### src/rtl/uc_menu_parametrizado_if.sv
// Signal bundle between the menu control unit and its surroundings: button register, transmitter, base game.
// The slave side is the control unit; the master side drives buttons, acknowledges and pronto.
interface uc_menu_parametrizado_if #(
    parameter int LARGURA_TELA = 8,
    parameter int LARG_CURSOR  = 2
);
    logic                    ocorreu_jogada;
    logic                    tiro;
    logic                    especial;
    logic                    fim_envia_dados;
    logic                    pronto;
    logic                    reset_reg_jogada;
    logic                    enable_reg_jogada;
    logic                    envia_dados;
    logic                    iniciar;
    logic                    jogo_base_em_andamento;
    logic                    reset_jogo_base;
    logic [LARGURA_TELA-1:0] tela_renderizada;
    logic [LARG_CURSOR-1:0]  cursor;
    logic                    erro_envio;
    logic [3:0]              db_estado;

    modport master (
        output ocorreu_jogada, tiro, especial, fim_envia_dados, pronto,
        input  reset_reg_jogada, enable_reg_jogada, envia_dados, iniciar,
               jogo_base_em_andamento, reset_jogo_base, tela_renderizada,
               cursor, erro_envio, db_estado
    );

    modport slave (
        input  ocorreu_jogada, tiro, especial, fim_envia_dados, pronto,
        output reset_reg_jogada, enable_reg_jogada, envia_dados, iniciar,
               jogo_base_em_andamento, reset_jogo_base, tela_renderizada,
               cursor, erro_envio, db_estado
    );
endinterface

### src/rtl/uc_menu_parametrizado.sv
// N-entry cursor menu with one shared send/acknowledge sequencer; registered Moore outputs, press-to-send in 3 cycles.
// Waits on fim_envia_dados with no backpressure on inputs; UC_MENU_TIMEOUT_EN adds ack timeout, retries and erro_envio.
module uc_menu_parametrizado #(
    parameter int NUM_ITENS      = 3,
    parameter int LARGURA_TELA   = 8,
    parameter int TELA_BASE      = 'hF0,
    parameter int TIMEOUT_CICLOS = 1000,
    parameter int MAX_TENTATIVAS = 3
) (
    input logic                   clock,
    input logic                   reset,
    uc_menu_parametrizado_if.slave bus
);
    localparam int LARG_CURSOR = $clog2(NUM_ITENS);

    localparam logic [LARGURA_TELA-1:0] TELA_MENU      = LARGURA_TELA'(TELA_BASE);
    localparam logic [LARGURA_TELA-1:0] TELA_JOGO      = LARGURA_TELA'(TELA_BASE + NUM_ITENS);
    localparam logic [LARGURA_TELA-1:0] TELA_GAME_OVER = LARGURA_TELA'(TELA_BASE + NUM_ITENS + 1);
    localparam logic [LARGURA_TELA-1:0] TELA_REG_PONT  = LARGURA_TELA'(TELA_BASE + NUM_ITENS + 2);
    localparam logic [LARG_CURSOR-1:0]  CURSOR_ULTIMO  = LARG_CURSOR'(NUM_ITENS - 1);

    if (NUM_ITENS < 2 || TIMEOUT_CICLOS < 1 || MAX_TENTATIVAS < 1 ||
        TELA_BASE + 2 * NUM_ITENS + 2 >= 2 ** LARGURA_TELA) begin : g_param_invalidos
        $error("uc_menu_parametrizado: invalid parameter combination");
    end

    typedef enum logic [3:0] {
        INICIAL      = 4'd0,
        MENU         = 4'd1,
        REGISTRA     = 4'd2,
        DECIDE       = 4'd3,
        ENVIA        = 4'd4,
        ESPERA_ENVIA = 4'd5,
        REINICIA     = 4'd6,
        INICIAR      = 4'd7,
        ESPERA_JOGO  = 4'd8,
        GAME_OVER    = 4'd9,
        SUBTELA      = 4'd10,
        REG_PONT     = 4'd11,
        ERRO         = 4'd15
    } estado_t;

    estado_t                 estado_q, estado_d;
    estado_t                 contexto_q, contexto_d;
    estado_t                 destino_q, destino_d;
    logic [LARGURA_TELA-1:0] tela_q, tela_d;
    logic [LARG_CURSOR-1:0]  cursor_q, cursor_d;
    logic [LARG_CURSOR-1:0]  cursor_prox;

    logic reset_reg_q, enable_reg_q, envia_q, iniciar_q, andamento_q, reset_jogo_q;

`ifdef UC_MENU_TIMEOUT_EN
    localparam int LARG_CNT  = $clog2(TIMEOUT_CICLOS + 1);
    localparam int LARG_TENT = $clog2(MAX_TENTATIVAS + 1);

    logic [LARG_CNT-1:0]  cnt_q, cnt_d;
    logic [LARG_TENT-1:0] tent_q, tent_d;
    logic                 erro_q;
`endif

    assign cursor_prox = (cursor_q == CURSOR_ULTIMO) ? '0 : cursor_q + LARG_CURSOR'(1);

    always_comb begin
        estado_d   = estado_q;
        contexto_d = contexto_q;
        destino_d  = destino_q;
        tela_d     = tela_q;
        cursor_d   = cursor_q;
`ifdef UC_MENU_TIMEOUT_EN
        cnt_d      = cnt_q;
        tent_d     = tent_q;
`endif
        case (estado_q)
            INICIAL: begin
                cursor_d = '0;
                estado_d = MENU;
            end
            MENU, SUBTELA, GAME_OVER, REG_PONT: begin
                if (bus.ocorreu_jogada) estado_d = REGISTRA;
            end
            REGISTRA: estado_d = DECIDE;
            DECIDE: begin
                // Default is a silent return; every branch that sends overrides it with ENVIA.
                estado_d = contexto_q;
                case (contexto_q)
                    MENU: begin
                        if (bus.tiro) begin
                            estado_d = ENVIA;
                            if (cursor_q == '0) begin
                                tela_d    = TELA_JOGO;
                                destino_d = REINICIA;
                            end else begin
                                tela_d    = TELA_REG_PONT + LARGURA_TELA'(cursor_q);
                                destino_d = SUBTELA;
                            end
                        end else if (bus.especial) begin
                            estado_d  = ENVIA;
                            cursor_d  = cursor_prox;
                            tela_d    = TELA_MENU + LARGURA_TELA'(cursor_prox);
                            destino_d = MENU;
                        end
                    end
                    SUBTELA: begin
                        if (!bus.tiro && bus.especial) begin
                            estado_d  = ENVIA;
                            tela_d    = TELA_MENU + LARGURA_TELA'(cursor_q);
                            destino_d = MENU;
                        end
                    end
                    GAME_OVER: begin
                        if (bus.tiro) begin
                            estado_d  = ENVIA;
                            tela_d    = TELA_REG_PONT;
                            destino_d = REG_PONT;
                        end else if (bus.especial) begin
                            estado_d  = ENVIA;
                            cursor_d  = '0;
                            tela_d    = TELA_MENU;
                            destino_d = MENU;
                        end
                    end
                    REG_PONT: begin
                        if (bus.tiro) begin
                            estado_d  = ENVIA;
                            cursor_d  = '0;
                            tela_d    = TELA_MENU;
                            destino_d = MENU;
                        end
                    end
                    default: estado_d = ERRO;
                endcase
            end
            ENVIA: begin
                estado_d = ESPERA_ENVIA;
`ifdef UC_MENU_TIMEOUT_EN
                cnt_d    = '0;
`endif
            end
            ESPERA_ENVIA: begin
                if (bus.fim_envia_dados) begin
                    estado_d = destino_q;
`ifdef UC_MENU_TIMEOUT_EN
                    tent_d   = '0;
                end else if (cnt_q == LARG_CNT'(TIMEOUT_CICLOS - 1)) begin
                    if (int'(tent_q) + 1 >= MAX_TENTATIVAS) begin
                        estado_d = ERRO;
                    end else begin
                        tent_d   = tent_q + LARG_TENT'(1);
                        estado_d = ENVIA;
                    end
                end else begin
                    cnt_d = cnt_q + LARG_CNT'(1);
`endif
                end
            end
            REINICIA: estado_d = INICIAR;
            INICIAR:  estado_d = ESPERA_JOGO;
            ESPERA_JOGO: begin
                if (bus.pronto) begin
                    tela_d    = TELA_GAME_OVER;
                    destino_d = GAME_OVER;
                    estado_d  = ENVIA;
                end
            end
            ERRO:    estado_d = ERRO;
            default: estado_d = ERRO;
        endcase

        if (estado_d inside {MENU, SUBTELA, GAME_OVER, REG_PONT}) contexto_d = estado_d;
    end

    // Outputs are registered from the next state so they stay Moore and glitch-free.
    always_ff @(posedge clock) begin
        if (!reset) begin
            estado_q     <= INICIAL;
            contexto_q   <= MENU;
            destino_q    <= MENU;
            tela_q       <= TELA_MENU;
            cursor_q     <= '0;
            reset_reg_q  <= 1'b1;
            enable_reg_q <= 1'b0;
            envia_q      <= 1'b0;
            iniciar_q    <= 1'b0;
            andamento_q  <= 1'b0;
            reset_jogo_q <= 1'b0;
`ifdef UC_MENU_TIMEOUT_EN
            cnt_q        <= '0;
            tent_q       <= '0;
            erro_q       <= 1'b0;
`endif
        end else begin
            estado_q     <= estado_d;
            contexto_q   <= contexto_d;
            destino_q    <= destino_d;
            tela_q       <= tela_d;
            cursor_q     <= cursor_d;
            reset_reg_q  <= (estado_d == INICIAL);
            enable_reg_q <= (estado_d == REGISTRA);
            envia_q      <= (estado_d == ENVIA);
            iniciar_q    <= (estado_d == INICIAR);
            andamento_q  <= (estado_d == INICIAR) || (estado_d == ESPERA_JOGO);
            reset_jogo_q <= (estado_d == REINICIA);
`ifdef UC_MENU_TIMEOUT_EN
            cnt_q        <= cnt_d;
            tent_q       <= tent_d;
            erro_q       <= erro_q || (estado_d == ERRO);
`endif
        end
    end

    assign bus.reset_reg_jogada       = reset_reg_q;
    assign bus.enable_reg_jogada      = enable_reg_q;
    assign bus.envia_dados            = envia_q;
    assign bus.iniciar                = iniciar_q;
    assign bus.jogo_base_em_andamento = andamento_q;
    assign bus.reset_jogo_base        = reset_jogo_q;
    assign bus.tela_renderizada       = tela_q;
    assign bus.cursor                 = cursor_q;
    assign bus.db_estado              = estado_q;
`ifdef UC_MENU_TIMEOUT_EN
    assign bus.erro_envio             = erro_q;
`else
    assign bus.erro_envio             = 1'b0;
`endif
endmodule
### src/flat_wrapper.sv
// flat-port wrapper written by rule: the top's interface ports become plain ports
module uc_menu_parametrizado_flat 
#(
    parameter int NUM_ITENS      = 3,
    parameter int LARGURA_TELA   = 8,
    parameter int TELA_BASE      = 'hF0,
    parameter int TIMEOUT_CICLOS = 1000,
    parameter int MAX_TENTATIVAS = 3
)
  (clock, reset, bus_ocorreu_jogada, bus_tiro, bus_especial, bus_fim_envia_dados, bus_pronto, bus_reset_reg_jogada, bus_enable_reg_jogada, bus_envia_dados, bus_iniciar, bus_jogo_base_em_andamento, bus_reset_jogo_base, bus_tela_renderizada, bus_cursor, bus_erro_envio, bus_db_estado);
  uc_menu_parametrizado_if #(.LARGURA_TELA(LARGURA_TELA)) bus_i ();
  input logic clock;
  input logic reset;
  input wire logic [$bits(bus_i.ocorreu_jogada)-1:0] bus_ocorreu_jogada;
  input wire logic [$bits(bus_i.tiro)-1:0] bus_tiro;
  input wire logic [$bits(bus_i.especial)-1:0] bus_especial;
  input wire logic [$bits(bus_i.fim_envia_dados)-1:0] bus_fim_envia_dados;
  input wire logic [$bits(bus_i.pronto)-1:0] bus_pronto;
  output wire logic [$bits(bus_i.reset_reg_jogada)-1:0] bus_reset_reg_jogada;
  output wire logic [$bits(bus_i.enable_reg_jogada)-1:0] bus_enable_reg_jogada;
  output wire logic [$bits(bus_i.envia_dados)-1:0] bus_envia_dados;
  output wire logic [$bits(bus_i.iniciar)-1:0] bus_iniciar;
  output wire logic [$bits(bus_i.jogo_base_em_andamento)-1:0] bus_jogo_base_em_andamento;
  output wire logic [$bits(bus_i.reset_jogo_base)-1:0] bus_reset_jogo_base;
  output wire logic [$bits(bus_i.tela_renderizada)-1:0] bus_tela_renderizada;
  output wire logic [$bits(bus_i.cursor)-1:0] bus_cursor;
  output wire logic [$bits(bus_i.erro_envio)-1:0] bus_erro_envio;
  output wire logic [$bits(bus_i.db_estado)-1:0] bus_db_estado;
  assign bus_i.ocorreu_jogada = bus_ocorreu_jogada;
  assign bus_i.tiro = bus_tiro;
  assign bus_i.especial = bus_especial;
  assign bus_i.fim_envia_dados = bus_fim_envia_dados;
  assign bus_i.pronto = bus_pronto;
  assign bus_reset_reg_jogada = bus_i.reset_reg_jogada;
  assign bus_enable_reg_jogada = bus_i.enable_reg_jogada;
  assign bus_envia_dados = bus_i.envia_dados;
  assign bus_iniciar = bus_i.iniciar;
  assign bus_jogo_base_em_andamento = bus_i.jogo_base_em_andamento;
  assign bus_reset_jogo_base = bus_i.reset_jogo_base;
  assign bus_tela_renderizada = bus_i.tela_renderizada;
  assign bus_cursor = bus_i.cursor;
  assign bus_erro_envio = bus_i.erro_envio;
  assign bus_db_estado = bus_i.db_estado;
  uc_menu_parametrizado #(.NUM_ITENS(NUM_ITENS), .LARGURA_TELA(LARGURA_TELA), .TELA_BASE(TELA_BASE), .TIMEOUT_CICLOS(TIMEOUT_CICLOS), .MAX_TENTATIVAS(MAX_TENTATIVAS)) u_core (.clock(clock), .reset(reset), .bus(bus_i));
endmodule
### config.mk
export PLATFORM = sky130hd
export DESIGN_NAME = uc_menu_parametrizado_flat
export DESIGN_NICKNAME = d
export VERILOG_FILES = /design/src/rtl/uc_menu_parametrizado_if.sv /design/src/rtl/uc_menu_parametrizado.sv /design/src/flat_wrapper.sv
export SDC_FILE = /design/constraint.sdc
export NUM_CORES = 1
export LEC_CHECK = 0
export CAP_MARGIN = 20
export CORE_MARGIN = 2
export CORE_UTILIZATION = 50
export CTS_CLUSTER_DIAMETER = 120
export CTS_CLUSTER_SIZE = 20
export DETAILED_ROUTE_END_ITERATION = 16
export PLACE_DENSITY = 0.76
export SYNTH_ARGS = -nofsm -noshare
export SYNTH_HDL_FRONTEND = slang
export SYNTH_SLANG_ARGS = --single-unit
### constraint.sdc
create_clock -name clock -period 1.9 [get_ports clock]
set_clock_uncertainty 0.05 [all_clocks]
set_input_delay 0.38 -clock clock [delete_from_list [all_inputs] [get_ports clock]]
set_output_delay 0.38 -clock clock [all_outputs]
set_load 0.01 [all_outputs]
## Word level (Yosys, flattened, before mapping)

Index checks and enable logic that the tools add are counted.

| storage, ports and cells | value |
|---|---|
| input port bits | 7 |
| flip-flop bits (word level) | 28 |

| cells by class | value |
|---|---|
| reduce and logical (&&, ||, !) cells | 14 |
| eq/ne operators | 36 |
| add/sub/neg operators | 4 |
| muxes and demuxes | 36 |

Operators by type and width:

| kind | number |
|---|---|
| $mux W8 | 8 |
| $mux W4 | 14 |
| $eq A4 B4 Y1 const B | 11 |
| $pmux W4 S9 | 1 |
| $pmux W8 S4 | 1 |
| $eq A4 B3 Y1 const B | 7 |
| $add A5 B3 Y6 const A | 3 |
| $pmux W4 S4 | 1 |
| $pmux W8 S2 | 1 |
| $ne A3 B3 Y1 const B | 5 |
| $reduce_and A7 Y1 | 2 |
| $eq A4 B1 Y1 const B | 3 |
| $eq A4 B2 Y1 const B | 3 |
| $mux W2 | 6 |
| $pmux W4 S3 | 1 |
| $logic_not A4 Y1 | 2 |
| $ne A4 B4 Y1 const B | 2 |
| $pmux W4 S2 | 1 |
| $pmux W2 S3 | 1 |
| $ne A5 B4 Y1 const B | 1 |
| $reduce_and A5 Y1 | 1 |
| $ne A4 B3 Y1 const B | 1 |
| $pmux W2 S2 | 1 |
| $reduce_bool A2 Y1 | 2 |
| 11 further kinds | 11 |

## Depth between registers and ports, before layout

| depth | value |
|---|---|
| depth in word-level cells | 7 |
| gate-level depth with buffers | 8 |
| mapped depth without buffers | 6 |

## Least setup slack after synthesis

No wires, ideal clock.

| timing | value |
|---|---|
| kind | reg-to-reg |
| from | register u_core.estado_q[3], in the netlist u_core.bus.db_estado[3] |
| to | register u_core.contexto_q[1] |
| setup slack | 93 ps |
| data arrival time | 1639 ps |
| cell stages (with the launch flop) | 9 |
| period minus slack after synthesis | 1807 ps |
| setup time | 117 ps |
| path buffers | 2 |
| cell sequence | dfxtp_1 > buf_6 > inv_1 > a2111oi_2 > a221o_1 > or2_1 > buf_6 > nand2b_2 > a32o_1 |

| between the ends | value |
|---|---|
| word-level cells in the longest chain between the ends | 5 |
| elaborated cells between the ends (all ways) | 22 |

RTL lines:

| item | line | source |
|---|---|---|
| from (decl) | uc_menu_parametrizado.sv:43 | `estado_t estado_q, estado_d;` |
| from (signal assigned) | uc_menu_parametrizado.sv:192 | `estado_q <= estado_d;` |
| $eq A4 B1 Y1 / $eq A4 B4 Y1 (equally long branches) | uc_menu_parametrizado.sv:73 | `case (estado_q)` |
| $reduce_or A4 Y1 | uc_menu_parametrizado.sv:73 |  |
| $pmux W4 S9 * | uc_menu_parametrizado.sv:73 |  |
| $eq A4 B1 Y1 / $eq A4 B4 Y1 (equally long branches) | uc_menu_parametrizado.sv:169 | `if (estado_d inside {MENU, SUBTELA, GAME_OVER, REG_PONT}) contexto_d = estado_d;` |
| $reduce_bool A4 Y1 | uc_menu_parametrizado.sv:169 |  |
| to (signal assigned) | uc_menu_parametrizado.sv:193 | `contexto_q <= contexto_d;` |
| to (decl) | uc_menu_parametrizado.sv:44 | `estado_t contexto_q, contexto_d;` |

Mark *: on every way between the ends. The rest lies on a longest branch, timed or not.
A chain may end at the register's enable or synchronous reset.

## Final worst setup path

| timing | value |
|---|---|
| from | register u_core.contexto_q[0] |
| to | register u_core.contexto_q[3] |

| between the ends | value |
|---|---|
| word-level cells in the longest chain between the ends | 6 |
| elaborated cells between the ends (all ways) | 16 |

RTL lines:

| item | line | source |
|---|---|---|
| $eq A4 B1 Y1 (tied with other cells) | uc_menu_parametrizado.sv:85 | `case (contexto_q)` |
| $reduce_or A2 Y1 (no line) / $mux W4 (equally long branches) | - |  |
| $pmux W4 S3 * | uc_menu_parametrizado.sv:85 |  |
| $pmux W4 S9 * | uc_menu_parametrizado.sv:73 |  |
| $eq A4 B1 Y1 / $eq A4 B4 Y1 (equally long branches) | uc_menu_parametrizado.sv:169 |  |
| $reduce_bool A4 Y1 | uc_menu_parametrizado.sv:169 |  |

Marks and branches as above.

==> impl_metrics.tcl <==
set metrics [dict create \
    outcome "complete, but fails checks" \
    violations "setup timing" \
    wl_met1_um 2140 \
    finalHoldViolCount 0 \
    cp-end-kind "register" \
    critPathMaxFanout 4 \
    cts_root_buffer "clkbuf_4" \
    synth_warnings 0 \
    fin_cells 300 \
    fillers 237 \
    dpl-instance-area_um2 2140 \
    antenna_found_initial 0 \
    via_per_inst 5.71 \
    yosysSeqAreaShare_pct 28.6 \
    path_buf_inv 0 \
    dp.cells 285 \
    crit_slowest_cell "a221o_1" \
    cts_buffer_depth 2 \
    yosys_register_bits 24 \
    nNetsFinal 266 \
    area_growth_pct 44.2 \
    hp-class "reg2reg" \
    cts_buffers 3 \
    p_leak_nw 1.00 \
    cts.clk_slew.worst_paths_ns 0.14 \
    syn_area_um2 1680 \
    setup_viol 1 \
    timing.fmax_mhz 520 \
    dr_wl_met2_um 2390 \
    seq_area_um2 503 \
    synth-main-ff-cell "dfxtp_1" \
    synth-edff-count 0 \
    htreeDepth 1 \
    critPathTopFamily "compound AO/OA/AOI/OAI gates" \
    critPathArrivalTime_ns 2.10 \
    routabilityCongestion 0.912 \
    wl_per_cell_um 16.5 \
    worstRegToRegCells 6 \
    fin_ws_ns -0.0246 \
    period_share_pct 101 \
    grt_pass1_wl_um 7180 \
    min_path_cells 1 \
    cap_violations 0 \
    worstSetupPathType "reg2reg" \
    syn_inst 192 \
    hold-worst-slack_ns 0.445 \
    cts_tree "built" \
    hp-start "u_core.contexto_q[2]$_SDFFE_PN0P_" \
    grt_overflow 0 \
    cp.required_ns 2.08 \
    grtUsageTotal_pct 25.7 \
    crit_chain "and4bb_4 > a22oi_4 > a221o_1 > nor3_4 > nor2_1 > o221a_1" \
    grt_max_degree 15 \
    worstReg2RegStart "u_core.contexto_q[0]$_SDFFE_PN1P_" \
    antennaDiodeCount 0 \
    r2r_setup_slack_ns -0.02 \
    min_period_ns 1.92 \
    multi_input_area_um2 1170 \
    num_rows 21 \
    synthArstFlopShare_pct 0 \
    first_iter_violations 102 \
    start_util_pct 51.2 \
    vdd_drop_max_v 0.000332 \
    power_density_nw_per_um2 486 \
    dp_hpwl_um 3420 \
    routed.top_layer "met4" \
    die_w_um 62.0 \
    grt_pass1_vias 1532 \
    cp-start-kind "register" \
    io_pins 28 \
    rsz0062_at_grt "yes" \
    whs_endpoint "u_core.contexto_q[2]$_SDFFE_PN0P_" \
    worstReg2RegEnd "u_core.contexto_q[3]$_SDFFE_PN0P_" \
    routed_wirelength_um 4940 \
    final_cell_area_um2 2430 \
    postRouteAntennaNets 0 \
    io_buffers 22 \
    met3WireLength_um 292 \
    worstSkewPairLatency_ns 0.33 \
    startpoint "u_core.contexto_q[0]$_SDFFE_PN1P_" \
    slew_violations 0 \
    die_y_um 62.0 \
    yosysUniqueCellTypes 67 \
    syn_area_per_cell_um2 8.76 \
    cts.sinks 24 \
    core_area_um2 3280 \
    num_vias 1714 \
    drive_gt1_share_pct 37.4 \
    die_area_um2 3850 \
    dr.pass1.iters 4 \
    slowest_delay_ns 0.41 \
    drc 0 \
]
-- how the worst max path moves through the flow --
stage                                                    to  cells past startpoint
after global routing      u_core.contexto_q[3]$_SDFFE_PN0P_                      6
after floorplan           u_core.contexto_q[1]$_SDFFE_PN0P_                      8
after global placement    u_core.contexto_q[2]$_SDFFE_PN0P_                      8
after detailed placement  u_core.contexto_q[0]$_SDFFE_PN1P_                      7
final                     u_core.contexto_q[3]$_SDFFE_PN0P_                      6
after CTS                 u_core.contexto_q[3]$_SDFFE_PN0P_                      8
-- cell usage after synthesis (2+ instances only) --
| master | count | area share (%) |
|---|---|---|
| dfxtp_1 | 24 | 29 |
| nor2_1 | 16 | 3.6 |
| a21oi_1 | 13 | 3.9 |
| nand2_1 | 13 | 2.9 |
| o21ai_0 | 13 | 3.9 |
| inv_1 | 7 | 1.6 |
| nor2b_1 | 7 | 2.6 |
| buf_2 | 6 | 1.8 |
| buf_4 | 6 | 2.7 |
| buf_6 | 4 | 2.7 |
| ha_1 | 4 | 3.0 |
| o31ai_1 | 4 | 1.8 |
| and2_1 | 3 | 1.1 |
| and3_1 | 3 | 1.1 |
| nand2b_1 | 3 | 1.1 |
| nor3_1 | 3 | 0.89 |
| a211oi_1 | 2 | 0.89 |
| a221o_1 | 2 | 1.2 |
| a221oi_2 | 2 | 1.8 |
| a32oi_1 | 2 | 1.0 |
| clkbuf_1 | 2 | 0.45 |
| conb_1 | 2 | 0.45 |
| nand4_1 | 2 | 0.74 |
| nand4b_1 | 2 | 1.0 |
| nor4b_2 | 2 | 1.8 |
| o211a_1 | 2 | 1.2 |
| o211ai_1 | 2 | 0.89 |
| o21a_1 | 2 | 0.89 |
-- flip-flops by register name, summed over array words and instances, names as in the netlist --
register and count:
u_core.bus.envia_dados 1, u_core.bus.jogo_base_em_andamento 1, u_core.bus.enable_reg_jogada 1, u_core.bus.db_estado 4, u_core.bus.reset_jogo_base 1, u_core.bus.tela_renderizada 4
u_core.bus.cursor 2, u_core.bus.iniciar 1, u_core.bus.reset_reg_jogada 1, u_core.contexto_q 4, u_core.destino_q 4
-- kinds of logic after synthesis --
| family | synth area share (%) |
|---|---|
| other | 0.446 |
| flip-flops | 28.6 |
| AO/OA/AOI/OAI | 32.0 |
| multiplexers | 0.595 |
| AND/OR/NAND/NOR | 26.3 |
| buffers and inverters | 9.15 |
| adder cells (fa/ha/maj) | 2.97 |
-- area by class of cell --
class	instances	share of cell area (%)
tap	46	2.37
clock buffer	3	0.928
inverter	7	1.08
multi-input combinational	146	48.3
sequential	24	20.7
timing repair buffer	73	25.3
clock inverter	1	1.24
-- placed cells by master, fill, tap and decap left out, types with 5 or more instances in the layout --
cell | netlist | routed
nor2_1 | 16 | 15
nand2_1 | 13 | 13
buf_4 | 6 | 45
conb_1 | 2 | 5
nor2b_1 | 7 | 6
buf_6 | 4 | 5
dfxtp_1 | 24 | 16
inv_1 | 7 | 7
dfxtp_4 | 0 | 5
o21ai_0 | 13 | 10
a21oi_1 | 13 | 13
clkdlybuf4s50_1 | 0 | 18
-- where the power goes --
part	leakage (nW)	internal (mW)	switching (mW)
Combinational	0.773	0.142	0.146
Clock	0.0279	0.214	0.156
Sequential	0.199	0.511	0.0113
-- layer usage --
metal  global-route usage, %  vias to the layer above
met5                       0                        -
met4                    12.8                        0
met3                    3.11                       13
met2                    40.2                       77
met1                    34.8                      800
li1                        -                      824
-- metrics by stage --
stage	TNS (ns)	total power, mW	setup WS [ns]	util (%)
5_1_grt	-0.207	1.22	-0.101	73.9
3_5_place_dp	-7.22	0.785	-0.457	65.3
4_1_cts	-0.0347	1.16	-0.0206	70.1
6_report	-0.0246	1.18	-0.0246	73.9
2_1_floorplan	0	0.687	0.0934	-
3_3_place_gp	-6.32	0.776	-0.425	65.3
-- what timing repair did --
action / 4_1_cts / 5_1_grt
cloned: 0 / 0
resized for setup: 27 / 16
setup endpoints to repair: 11 / 10
buffers inserted: 5 / 8
pin swaps: 9 / 6
hold buffers: 0 / 0
Note: power is estimated with default switching activity, not from simulation.
